<file path="src/rtl/split_pipe_if.sv">
// Request/response bus between one master, the split_pipe router and its slave ports.
// The master modport is the requester's view; the slave modport is the router's view.
interface split_pipe_if #(
  parameter int N_SLAVES = 3,
  parameter int ADDR_W   = 32,
  parameter int DATA_W   = 32
);
  logic                         m_valid;
  logic [ADDR_W-1:0]            m_addr;
  logic [DATA_W-1:0]            m_wdata;
  logic [DATA_W/8-1:0]          m_wstrb;
  logic [DATA_W-1:0]            m_rdata;
  logic                         m_ready;
  logic                         m_err;

  logic [N_SLAVES-1:0]          s_valid;
  logic [ADDR_W-1:0]            s_addr;
  logic [DATA_W-1:0]            s_wdata;
  logic [DATA_W/8-1:0]          s_wstrb;
  logic [N_SLAVES*DATA_W-1:0]   s_rdata;
  logic [N_SLAVES-1:0]          s_ready;

  modport master (
    output m_valid, m_addr, m_wdata, m_wstrb,
    input  m_rdata, m_ready, m_err
  );

  modport slave (
    input  m_valid, m_addr, m_wdata, m_wstrb,
    output m_rdata, m_ready, m_err,
    output s_valid, s_addr, s_wdata, s_wstrb,
    input  s_rdata, s_ready
  );
endinterface

</file>
<file path="src/rtl/split_pipe.sv">
// Single-outstanding address router: decodes one master request to one of N_SLAVES ports.
// Optional slave wait timeout is enabled by defining SPLIT_PIPE_TIMEOUT_EN.
module split_pipe #(
  parameter int               N_SLAVES    = 3,
  parameter int               ADDR_W      = 32,
  parameter int               DATA_W      = 32,
  parameter int               P_SLAVES    = 31,
  parameter logic [DATA_W-1:0] ERR_DATA   = 32'hDEADBEEF,
  parameter int               TIMEOUT_CYC = 255
) (
  input  logic     clk,
  input  logic     rst_n,
  split_pipe_if.slave bus
);

  localparam int SEL_W = $clog2(N_SLAVES);

  typedef enum logic [1:0] {
    IDLE,
    ACTIVE,
    RESP
  } state_t;

  state_t            state;
  logic [SEL_W-1:0]  sel_q;
  logic [SEL_W-1:0]  sel_in;
  logic              sel_bad;
  logic              sel_ready;
  logic [DATA_W-1:0] sel_rdata;
  logic              timed_out;

  if (N_SLAVES < 2 || N_SLAVES > 16 || P_SLAVES >= ADDR_W || P_SLAVES < SEL_W - 1 ||
      TIMEOUT_CYC < 1 || (DATA_W % 8) != 0) begin : g_bad_params
    $error("split_pipe: illegal parameter combination");
  end

  assign sel_in  = bus.m_addr[P_SLAVES -: SEL_W];
  assign sel_bad = ({1'b0, sel_in} >= (SEL_W + 1)'(N_SLAVES));

  // Only the latched slave's response is ever looked at.
  always_comb begin
    sel_ready = 1'b0;
    sel_rdata = '0;
    for (int i = 0; i < N_SLAVES; i++) begin
      if (sel_q == SEL_W'(i)) begin
        sel_ready = bus.s_ready[i];
        sel_rdata = bus.s_rdata[i*DATA_W +: DATA_W];
      end
    end
  end

`ifdef SPLIT_PIPE_TIMEOUT_EN
  localparam int CNT_W = $clog2(TIMEOUT_CYC + 1);

  logic [CNT_W-1:0] wait_cnt;

  assign timed_out = (wait_cnt == CNT_W'(TIMEOUT_CYC));

  always_ff @(posedge clk or negedge rst_n) begin
    if (!rst_n) begin
      wait_cnt <= '0;
    end else begin
      if (state == IDLE && bus.m_valid && !sel_bad) begin
        wait_cnt <= '0;
      end else if (state == ACTIVE && !sel_ready && !timed_out) begin
        wait_cnt <= wait_cnt + 1'b1;
      end
    end
  end
`else
  assign timed_out = 1'b0;
`endif

  always_ff @(posedge clk or negedge rst_n) begin
    if (!rst_n) begin
      state       <= IDLE;
      sel_q       <= '0;
      bus.s_valid <= '0;
      bus.s_addr  <= '0;
      bus.s_wdata <= '0;
      bus.s_wstrb <= '0;
      bus.m_ready <= 1'b0;
      bus.m_err   <= 1'b0;
      bus.m_rdata <= '0;
    end else begin
      bus.m_ready <= 1'b0;
      bus.m_err   <= 1'b0;
      case (state)
        IDLE: begin
          if (bus.m_valid) begin
            sel_q       <= sel_in;
            bus.s_addr  <= bus.m_addr;
            bus.s_wdata <= bus.m_wdata;
            bus.s_wstrb <= bus.m_wstrb;
            // Unmapped selects skip the slave side and answer straight away.
            if (sel_bad) begin
              bus.m_ready <= 1'b1;
              bus.m_err   <= 1'b1;
              bus.m_rdata <= ERR_DATA;
              state       <= RESP;
            end else begin
              bus.s_valid <= {{(N_SLAVES-1){1'b0}}, 1'b1} << sel_in;
              state       <= ACTIVE;
            end
          end
        end
        ACTIVE: begin
          if (sel_ready) begin
            bus.m_rdata <= sel_rdata;
            bus.m_ready <= 1'b1;
            bus.s_valid <= '0;
            state       <= RESP;
          end else if (timed_out) begin
            bus.m_rdata <= ERR_DATA;
            bus.m_ready <= 1'b1;
            bus.m_err   <= 1'b1;
            bus.s_valid <= '0;
            state       <= RESP;
          end
        end
        RESP: begin
          state <= IDLE;
        end
        default: begin
          state <= IDLE;
        end
      endcase
    end
  end

endmodule

</file>
<file path="src/flat_wrapper.sv">
// flat-port wrapper written by rule: the top's interface ports become plain ports
module split_pipe_flat 
#(
  parameter int               N_SLAVES    = 3,
  parameter int               ADDR_W      = 32,
  parameter int               DATA_W      = 32,
  parameter int               P_SLAVES    = 31,
  parameter logic [DATA_W-1:0] ERR_DATA   = 32'hDEADBEEF,
  parameter int               TIMEOUT_CYC = 255
)
  (clk, rst_n, bus_m_valid, bus_m_addr, bus_m_wdata, bus_m_wstrb, bus_m_rdata, bus_m_ready, bus_m_err, bus_s_valid, bus_s_addr, bus_s_wdata, bus_s_wstrb, bus_s_rdata, bus_s_ready);
  split_pipe_if #(.N_SLAVES(N_SLAVES), .ADDR_W(ADDR_W), .DATA_W(DATA_W)) bus_i ();
  input  logic clk;
  input  logic rst_n;
  input wire logic [$bits(bus_i.m_valid)-1:0] bus_m_valid;
  input wire logic [$bits(bus_i.m_addr)-1:0] bus_m_addr;
  input wire logic [$bits(bus_i.m_wdata)-1:0] bus_m_wdata;
  input wire logic [$bits(bus_i.m_wstrb)-1:0] bus_m_wstrb;
  output wire logic [$bits(bus_i.m_rdata)-1:0] bus_m_rdata;
  output wire logic [$bits(bus_i.m_ready)-1:0] bus_m_ready;
  output wire logic [$bits(bus_i.m_err)-1:0] bus_m_err;
  output wire logic [$bits(bus_i.s_valid)-1:0] bus_s_valid;
  output wire logic [$bits(bus_i.s_addr)-1:0] bus_s_addr;
  output wire logic [$bits(bus_i.s_wdata)-1:0] bus_s_wdata;
  output wire logic [$bits(bus_i.s_wstrb)-1:0] bus_s_wstrb;
  input wire logic [$bits(bus_i.s_rdata)-1:0] bus_s_rdata;
  input wire logic [$bits(bus_i.s_ready)-1:0] bus_s_ready;
  assign bus_i.m_valid = bus_m_valid;
  assign bus_i.m_addr = bus_m_addr;
  assign bus_i.m_wdata = bus_m_wdata;
  assign bus_i.m_wstrb = bus_m_wstrb;
  assign bus_m_rdata = bus_i.m_rdata;
  assign bus_m_ready = bus_i.m_ready;
  assign bus_m_err = bus_i.m_err;
  assign bus_s_valid = bus_i.s_valid;
  assign bus_s_addr = bus_i.s_addr;
  assign bus_s_wdata = bus_i.s_wdata;
  assign bus_s_wstrb = bus_i.s_wstrb;
  assign bus_i.s_rdata = bus_s_rdata;
  assign bus_i.s_ready = bus_s_ready;
  split_pipe #(.N_SLAVES(N_SLAVES), .ADDR_W(ADDR_W), .DATA_W(DATA_W), .P_SLAVES(P_SLAVES), .ERR_DATA(ERR_DATA), .TIMEOUT_CYC(TIMEOUT_CYC)) u_core (.clk(clk), .rst_n(rst_n), .bus(bus_i));
endmodule
</file>
<file path="config.mk">
export PLATFORM = sky130hd
export DESIGN_NAME = split_pipe_flat
export DESIGN_NICKNAME = d
export VERILOG_FILES = /design/src/rtl/split_pipe_if.sv /design/src/rtl/split_pipe.sv /design/src/flat_wrapper.sv
export SDC_FILE = /design/constraint.sdc
export NUM_CORES = 1
export LEC_CHECK = 0
export CORE_AREA = 2 2 123 125
export DETAILED_ROUTE_END_ITERATION = 12
export DIE_AREA = 0 0 125 127
export GPL_TIMING_DRIVEN = 0
export PLACE_DENSITY = 0.82
export SLEW_MARGIN = 20
export SYNTH_ARGS = -nofsm -noshare
export SYNTH_HDL_FRONTEND = slang
export SYNTH_SLANG_ARGS = --single-unit
</file>
<file path="constraint.sdc">
create_clock -name clk -period 1.65 [get_ports clk]
set_input_delay 0.33 -clock clk [delete_from_list [all_inputs] [get_ports clk]]
set_output_delay 0.33 -clock clk [all_outputs]
set_load 0.02 [all_outputs]
</file>
### After elaboration in Yosys (flattened, before gate mapping)

Cells that the tools add are included.

* order comparisons: 1
* eq/ne operators: 7
* shift-type cells: 1
* muxes and demuxes: 23
* reductions and logical operators: 7

Operator list (number)
* $mux 32: 6
* $pmux 32 s2: 1
* $mux 3: 3
* $reduce_and 4->1: 2
* $mux 1: 7
* $mux 2: 3
* $pmux 3 s2: 1
* $eq 2x1->1 const B: 2
* $logic_not 2->1: 2
* $ne 2x1->1 const B: 2
* $ne 2x2->1 const B: 2
* $pmux 2 s2: 1
* $reduce_and 2->1: 2
* $shl 1x2->3 const A: 1
* $eq 2x2->1 const B: 1
* $ge 2x2->1 const B: 1
* $pmux 1 s2: 1
* $reduce_bool 2->1: 1

* bits in registers: 109
* input bits: 170
* word-level logic and storage cells: 48

### Longest topological paths before layout

Gate-level depths: netlist of the first run.

* depth after elaboration: 6
* depth in mapped cells: 6
* gate-level depth less buffers: 3

### Least setup slack after synthesis of the first run

Ideal clock, no wire load.

* path type: register -> register
* from: reg u_core.sel_q[0]
* to: reg u_core.bus.m_rdata[10]
* data arrival time: 1.613 ns
* slack: -0.042 ns
* stages on the path, launching flop included: 7
* path through: dfrtp_1 -> buf_2 -> mux2i_1 -> o32a_1 -> buf_6 -> buf_6 -> mux2i_1

* word-level cells in the longest chain between the ends: 6
* elaborated cells between the ends (all ways): 13
* those cells by class: eq/ne: 3; mux: 8; reduce/logical: 2

RTL lines
* start, declared: line split_pipe.sv:25 `logic [SEL_W-1:0] sel_q;`
* start signal, assigned: line split_pipe.sv:91 `sel_q <= sel_in;`
* $logic_not 2->1: line split_pipe.sv:45 `if (sel_q == SEL_W'(i)) begin`
* $mux 1 or $mux 32 (tied branches) (3 in series): line split_pipe.sv:45
* $ne 2x1->1 (no line) or $mux 32 (tied branches)
* $reduce_and 4->1 (no line) or $pmux 32 s2 (tied branches)
* end signal, assigned: line split_pipe.sv:109 `bus.m_rdata <= sel_rdata;`
* end, declared: line split_pipe_if.sv:30 `output m_rdata, m_ready, m_err,`

Parallel ways exist; a longest one is shown, timed or not. The select of a mux whose other input is x is not followed.
A chain may end at the register's enable or synchronous reset.

### Final worst setup path of the first run

* from: reg u_core.sel_q[0]
* to: reg u_core.bus.m_rdata[11]

The elaborated chain is that of the path after synthesis.

==> key figures, run 1 <==
Status
  – Status: complete, but fails checks
  – Violations in the final reports: negative setup slack

Global route
  – Number of global-route vias before repair: 4,954
  – Largest net degree at the start of global routing: 63
  – Global routing usage summed across all routing layers: 20.69%
  – Wire length of the first global-routing pass: 25,990 um
  – Sum of overflow across all layers after global routing: 0
  – Number of antenna violations at the first check in global routing: 0

Timing
  – Unrepaired setup endpoints after global routing: yes
  – Final setup violation count: 1
  – Fmax achieved: 604.3 MHz
  – Skew final: 8.911 ps
  – Least-Margin Pin Slew: 458.8 ps
  – Setup TNS after final layout: -4.710 ps
  – Post-route clock period utilization: 100.3%
  – Max-Slew Margin vs Limit: 69.41%
  – Final-report max-slew violation count: 0
  – Setup ws final: -4.710 ps
  – Hold Violations, Final: 0
  – Final critical path time including I/O delays and setup: 1655 ps

Power
  – Standby leakage power: 4.438 nW
  – Areal power density over the cells: 1783 nW/um2
  – Worst IR Drop VDD: 704.4 uV

Worst setup path
  – Sequence of cells on the critical path: buf_6, nand3b_1, o32a_1, buf_6, buf_8, mux2i_2
  – Cell type group with the largest total delay on the critical path: buffers and inverters
  – Delay of the slowest cell on the worst path: 390 ps
  – Buffer and inverter count on the worst path: 3
  – Cell with the largest stage delay on the worst path: dfrtp_1
  – Beginning of the worst register-to-register path: u_core.sel_q[0]
  – Startpoint types: flip-flop
  – Maximum fanout along the worst path: 10
  – Worst path required time: 1870 ps
  – First element of the critical path: u_core.sel_q[0]
  – Cell with the most instances on the worst path: buf_6
  – Capturing element type of the critical path: flip-flop
  – Path type of the worst setup path: reg -> reg
  – Worst path arrival time: 1880 ps

Placement
  – Number of I/O port buffers: 274
  – Final HPWL from detailed placement: 12,610 um
  – Number of cells after detailed placement: 975
  – Final weighted congestion in routability-driven placement: 0.8316
  – Placed standard-cell area: 7966 um2

Die
  – Ports: 275
  – Std-Cell Rows: 44
  – Total die area: 15,880 um2
  – Vertical die dimension: 127 um
  – Core area: 14,420 um2
  – Die outline width: 125 um
  – Effective utilization at floorplan: 34.38%

Clock network
  – Clock tree from TritonCTS: done
  – H-tree level count: 3
  – CTS sink cnt: 107
  – Clock buffers created by TritonCTS: 9
  – Clock root buffer master: clkbuf_16
  – Latest clock arrival within the worst-skew pair: 350 ps
  – Clock-pin slew on the worst setup and hold paths: 70 ps
  – Maximum buffer depth of the clock tree: 2

Yosys
  – Post-Syn Nets: 686
  – EDFF count, synth: 0
  – Share of flip-flops with an asynchronous set or reset: 100.0%
  – Post-Synth Adder-Cell Area: 0%
  – Count of distinct cell types in the synthesized netlist: 28
  – Portion of netlist area occupied by mux cells: 13.58%
  – Most frequent cell after synthesis: nand2_1
  – Share of the synthesized area in compound gates (AO/OA/AOI/OAI): 10.83%
  – Yosys Warn Count: 0
  – Combinational family with the most area after synthesis: simple AND/OR/NAND/NOR gates
  – Netlist area before placement: 4959 um2
  – Post-Syn Instances: 516
  – Top cells by count, synth: nand2_1, dfrtp_1, mux2i_1
  – Sequential cell area fraction in the yosys report: 54.00%
  – Most area-hungry cell type in the Yosys netlist: dfrtp_1
  – Leading cell types by total area after synthesis: dfrtp_1, nand2_1, mux2i_1, a2bb2oi_1, a21oi_1
  – Post-Synthesis Mean Instance Area: 9.610 um2
  – Xor-xnor portion of the synthesized cell area: 0%
  – Simple-gate share of the synthesized area: 17.28%
  – Area share of the leading cell type in the synthesized netlist: 54.00%
  – Flip-flop and latch count after synthesis: 107
  – Leading register cell type out of synthesis: dfrtp_1

Finish
  – Layout Cells excl Fill: 997
  – Fraction of final layout cells sized beyond drive strength 1: 8.487%
  – Area delta synth->final: 69.24%
  – Filler cells: 1,264
  – Area used by multi-input combinational logic: 2101 um2
  – FF+latch area: 2678 um2
  – Post-layout utilization of the core: 58.18%
  – Number of nets at the end of the flow: 978
  – Number of antenna repair diodes: 0
  – Post-route standard cell area excluding fillers: 8392 um2

Hold path
  – Origin of the worst min-delay path: u_core.bus.s_wstrb[1]
  – Type of the worst min-delay path: reg -> reg

Detailed routing
  – Remaining design rule violation count: 0
  – Detailed-route via count: 4,727
  – Antenna-violating nets left: 0
  – DR WL/cell: 16.47 um
  – Wire length reported by the detailed router: 16,420 um
  – Drt via density: 4.741
  – First-pass iteration count of the detailed router: 4
  – DRC marker count from the first detailed-route iteration: 170

Run
  – Number of max-capacitance violations reported: 0
## flip-flops by register name (all words and copies together) (netlist names)
signal              count
u_core.bus.s_valid      3
u_core.sel_q            1
u_core.state            2
u_core.bus.m_rdata     32
u_core.bus.m_err        1
u_core.bus.s_wstrb      4
u_core.bus.m_ready      1
u_core.bus.s_addr      31
u_core.bus.s_wdata     32
## power by group
group	internal, mW	total (mW)	leakage [nW]	switching [mW]
clock	1.08	2.09	0.133	1.01
sequential	3.89	4.50	1.30	0.618
combinational	3.68	8.37	3.00	4.70
## layer usage
metal	GRT usage, %	routed length [um]	up-vias
met2	37.34	8299	220
met5	0	0	-
met1	23.59	6453	2179
met3	5.988	1380	21
li1	-	-	2307
met4	6.993	286	0
## layout make-up
| class | count | area share, % |
|---|---|---|
| Clock inverter | 6 | 0.5666 |
| Tap cell | 184 | 2.743 |
| Multi-Input combinational cell | 364 | 25.03 |
| Inverter | 4 | 0.1789 |
| Sequential cell | 107 | 31.91 |
| Clock buffer | 10 | 2.848 |
| Timing Repair Buffer | 282 | 33.38 |
| Buffer | 40 | 3.340 |
## stage by stage
| stage | hold slack [ps] | power [mW] | setup slack (ps) |
|---|---|---|---|
| floorplan | 34.41 | 9.362 | 13.44 |
| global placement | 456.4 | 13.24 | -3931 |
| detailed placement | 293.8 | 13.41 | -763.7 |
| CTS | 475.8 | 14.97 | -24.52 |
| global route | 483.4 | 16.02 | -69.62 |
| finish | 470.0 | 14.96 | -4.710 |
## cells by family after synthesis
family / count (synthesis)
AOI/OAI and AO/OA: 77
DFF: 107
muxes: 67
buffers and inverters: 45
and+or+nand+nor: 220
## worst reg2reg max path, cell delays in order, from the launching register on
cell and delay [ps]:
dfrtp_1 390, buf_6 160, nand3b_1 210, o32a_1 320, buf_6 150, buf_8 150
mux2i_2 150
## cells in the final DEF (no fill, tap or decap), types with 4 or more instances in the layout
master	synthesis	layout
nand2_1	206	206
nor2_1	4	4
dfrtp_1	107	107
buf_4	0	4
mux2i_1	65	62
dlymetal6s2s_1	0	25
clkbuf_16	0	9
a2bb2oi_1	32	32
inv_1	4	4
clkbuf_2	0	14
clkbuf_4	0	8
clkdlybuf4s50_1	0	170
dlygate4sd2_1	0	78
buf_6	5	5
buf_2	6	8
o21ai_1	9	9
a21oi_1	24	24
## what timing repair did
item | CTS | global route
resized for setup | 104 | 62
buffers inserted | 0 | 5
endpoints found under the hold margin | 45 | 0
pin swaps | 0 | 2
cloned | 0 | 1
setup endpoints to repair | 178 | 100
hold buffers | 1 | 0
## final timing paths
path                            cells after the start                      to  slack, ps
worst min-delay path                                2   u_core.bus.s_wstrb[1]        470
worst max-delay path                                6  u_core.bus.m_rdata[11]         -5
max in group asynchronous                           3  u_core.bus.m_rdata[22]        500
worst max register to register                      6  u_core.bus.m_rdata[11]         -5
min in group asynchronous                           2    u_core.bus.s_addr[6]        490
worst min register to register                      2   u_core.bus.s_wstrb[1]        470
Power figures use the tool's default switching activity.
==> inputs of run 2 (changes only) <==
==> constraint.sdc (replaced) <==
create_clock -name clk -period 1.65 [get_ports clk]
set_input_delay 0.2475 -clock clk [delete_from_list [all_inputs] [get_ports clk]]
set_output_delay 0.2475 -clock clk [all_outputs]
set_load 0.02 [all_outputs]
==> key figures, run 2 (synthesis gave the netlist of run 1 again) <==
Die
  – Effective utilization at floorplan: 34.38%
  – Total die area: 15,880 um2
  – Ports: 275
  – Die outline width: 125 um
  – Std-Cell Rows: 44
  – Vertical die dimension: 127 um
  – Core area: 14,420 um2

Detailed routing
  – First-pass iteration count of the detailed router: 4
  – DRC marker count from the first detailed-route iteration: 195
  – DR WL/cell: 16.44 um
  – Drt via density: 4.778
  – Detailed-route via count: 4,768
  – Antenna-violating nets left: 0
  – Wire length reported by the detailed router: 16,410 um
  – Remaining design rule violation count: 0

Finish
  – Post-route standard cell area excluding fillers: 8424 um2
  – Leading cell type in the layout, fill and taps excluded: clkdlybuf4s50_1
  – Area delta synth->final: 69.90%
  – Highest-count cells in the layout ignoring fill and taps: clkdlybuf4s50_1, nand2_1, dfrtp_1
  – Post-layout utilization of the core: 58.41%
  – Filler cells: 1,265
  – Number of antenna repair diodes: 0
  – Number of nets at the end of the flow: 979
  – Leading registers by flop count: u_core.bus.m_rdata (32), u_core.bus.s_wdata (32), u_core.bus.s_addr (31)
  – Fraction of final layout cells sized beyond drive strength 1: 8.477%

Placement
  – Placed standard-cell area: 7966 um2
  – Number of I/O port buffers: 274
  – Final weighted congestion in routability-driven placement: 0.8316
  – Final HPWL from detailed placement: 12,610 um

Clock network
  – H-tree level count: 3
  – Clock-pin slew on the worst setup and hold paths: 80 ps
  – Maximum buffer depth of the clock tree: 2
  – Clock tree from TritonCTS: done
  – Clock buffers created by TritonCTS: 9
  – CTS sink cnt: 107
  – Latest clock arrival within the worst-skew pair: 350 ps
  – Clock root buffer master: clkbuf_16

Timing
  – Final-report max-slew violation count: 0
  – Fmax achieved: 606.8 MHz
  – Setup TNS after final layout: 0 ps
  – Final setup violation count: 0
  – Worst hold margin: 291.4 ps
  – Max-Slew Margin vs Limit: 60.21%
  – Final critical path time including I/O delays and setup: 1648 ps
  – Hold Violations, Final: 0
  – Skew final: 8.768 ps
  – Unrepaired setup endpoints after global routing: yes
  – Post-route clock period utilization: 99.88%
  – Least-Margin Pin Slew: 596.8 ps

Global route
  – Largest net degree at the start of global routing: 63
  – Global routing usage summed across all routing layers: 20.72%
  – Wire length of the first global-routing pass: 26,020 um
  – Sum of overflow across all layers after global routing: 0
  – Number of antenna violations at the first check in global routing: 0
  – Number of global-route vias before repair: 4,950

Hold path
  – Hold Crit Depth: 3
  – Origin of the worst min-delay path: bus_m_addr[31]
  – Type of the worst min-delay path: in -> reg

Power
  – Standby leakage power: 4.060 nW
  – Areal power density over the cells: 1857 nW/um2
  – Share of power burned in registers: 29.1%
  – Worst IR Drop VDD: 783.4 uV
  – Total power: 15.64 mW
  – Proportion of power drawn by combinational gates: 57.6%
  – Switching share of power: 40.62%
  – Internal power consumption: 9.290 mW
  – Switching power: 6.355 mW
  – Clock network power share: 13.3%

Worst setup path
  – Beginning of the worst register-to-register path: u_core.state[1]
  – Worst R2R Path Depth: 6
  – Worst path arrival time: 1870 ps
  – Maximum fanout along the worst path: 10
  – Startpoint types: flip-flop
  – First element of the critical path: u_core.state[1]
  – Capturing element type of the critical path: flip-flop
  – Worst path required time: 1870 ps
  – Path type of the worst setup path: reg -> reg

Status
  – Status: finished clean

Run
  – Number of max-capacitance violations reported: 0
run 2: cell count changes in the layout (fill, tap and decap cells not counted), moves of 2 or more:
| cell | before | now |
|---|---|---|
| buf_4 | 4 | 7 |
| clkdlybuf4s50_1 | 170 | 263 |
| dlygate4sd2_1 | 78 | 4 |
| dlymetal6s2s_1 | 25 | 6 |
| o21ai_0 | 3 | 1 |
| o21ai_1 | 9 | 11 |
run 2: worst paths after layout:
check,endpoint,slack [ps]
hold / removal,u_core.bus.s_addr[31],290
setup / recovery,u_core.bus.m_rdata[11],2
min in group asynchronous,u_core.bus.s_addr[3],410
max in group asynchronous,u_core.bus.m_rdata[22],580
setup reg to reg,u_core.bus.m_rdata[11],2
hold reg to reg,u_core.bus.s_addr[4],470
run 2: cell type report:
| cell class | instances | area (um2) | share of cell area, % |
|---|---|---|---|
| repair buffers | 283 | 2841 | 33.73 |
| flip-flops and latches | 107 | 2678 | 31.78 |
| multi-input cells | 364 | 2101 | 24.94 |
| plain buffers | 40 | 272.8 | 3.238 |
| clock buffers | 10 | 239.0 | 2.837 |
| well taps | 184 | 230.2 | 2.733 |
| clock inverters | 6 | 47.55 | 0.5644 |
| inverters | 4 | 15.01 | 0.1782 |
run 2: power groups by stage:
| stage | clock network [mW] | logic, mW | registers, mW |
|---|---|---|---|
| after floorplan | 0 | 3.28 | 6.08 |
| after global placement | 0 | 8.70 | 4.55 |
| after detailed placement | 0 | 8.81 | 4.60 |
| after CTS | 2.15 | 8.95 | 4.55 |
| after global routing | 2.24 | 9.73 | 4.72 |
| final | 2.09 | 9.01 | 4.55 |
run 2: through the flow:
| step | instances | setup WS (ps) |
|---|---|---|
| after CTS | 993 | 2.837 |
| after global placement | 974 | -3849 |
| after detailed placement | 975 | -681.2 |
| after floorplan | 516 | 13.44 |
| final | 998 | 1.959 |
| after global routing | 998 | -48.46 |
run 2: per-layer routing:
layer / routed length, um / up-vias / part of all wire (%) / global-route usage (%)
li1: - / 2312 / - / -
met1: 6414 / 2214 / 39 / 23.84
met2: 8320 / 221 / 51 / 37.21
met3: 1384 / 21 / 8.4 / 5.863
met4: 289 / 0 / 1.8 / 6.993
met5: 0 / - / 0 / 0
run 2: timing repair:
item / 4_1_cts / 5_1_grt
buffers inserted: 2 / 4
setup endpoints to repair: 106 / 74
hold endpoints to repair: 45 / 0
cloned: 0 / 1
gates resized for setup: 29 / 42
pin swaps: 0 / 1
hold buffers: 1 / 0
run 2: worst max-delay path, stage by stage (launching register included):
cell and delay (ps):
dfrtp_1 370, buf_6 140, or3b_1 380, o32a_1 190, buf_6 150, buf_8 150
mux2i_2 150
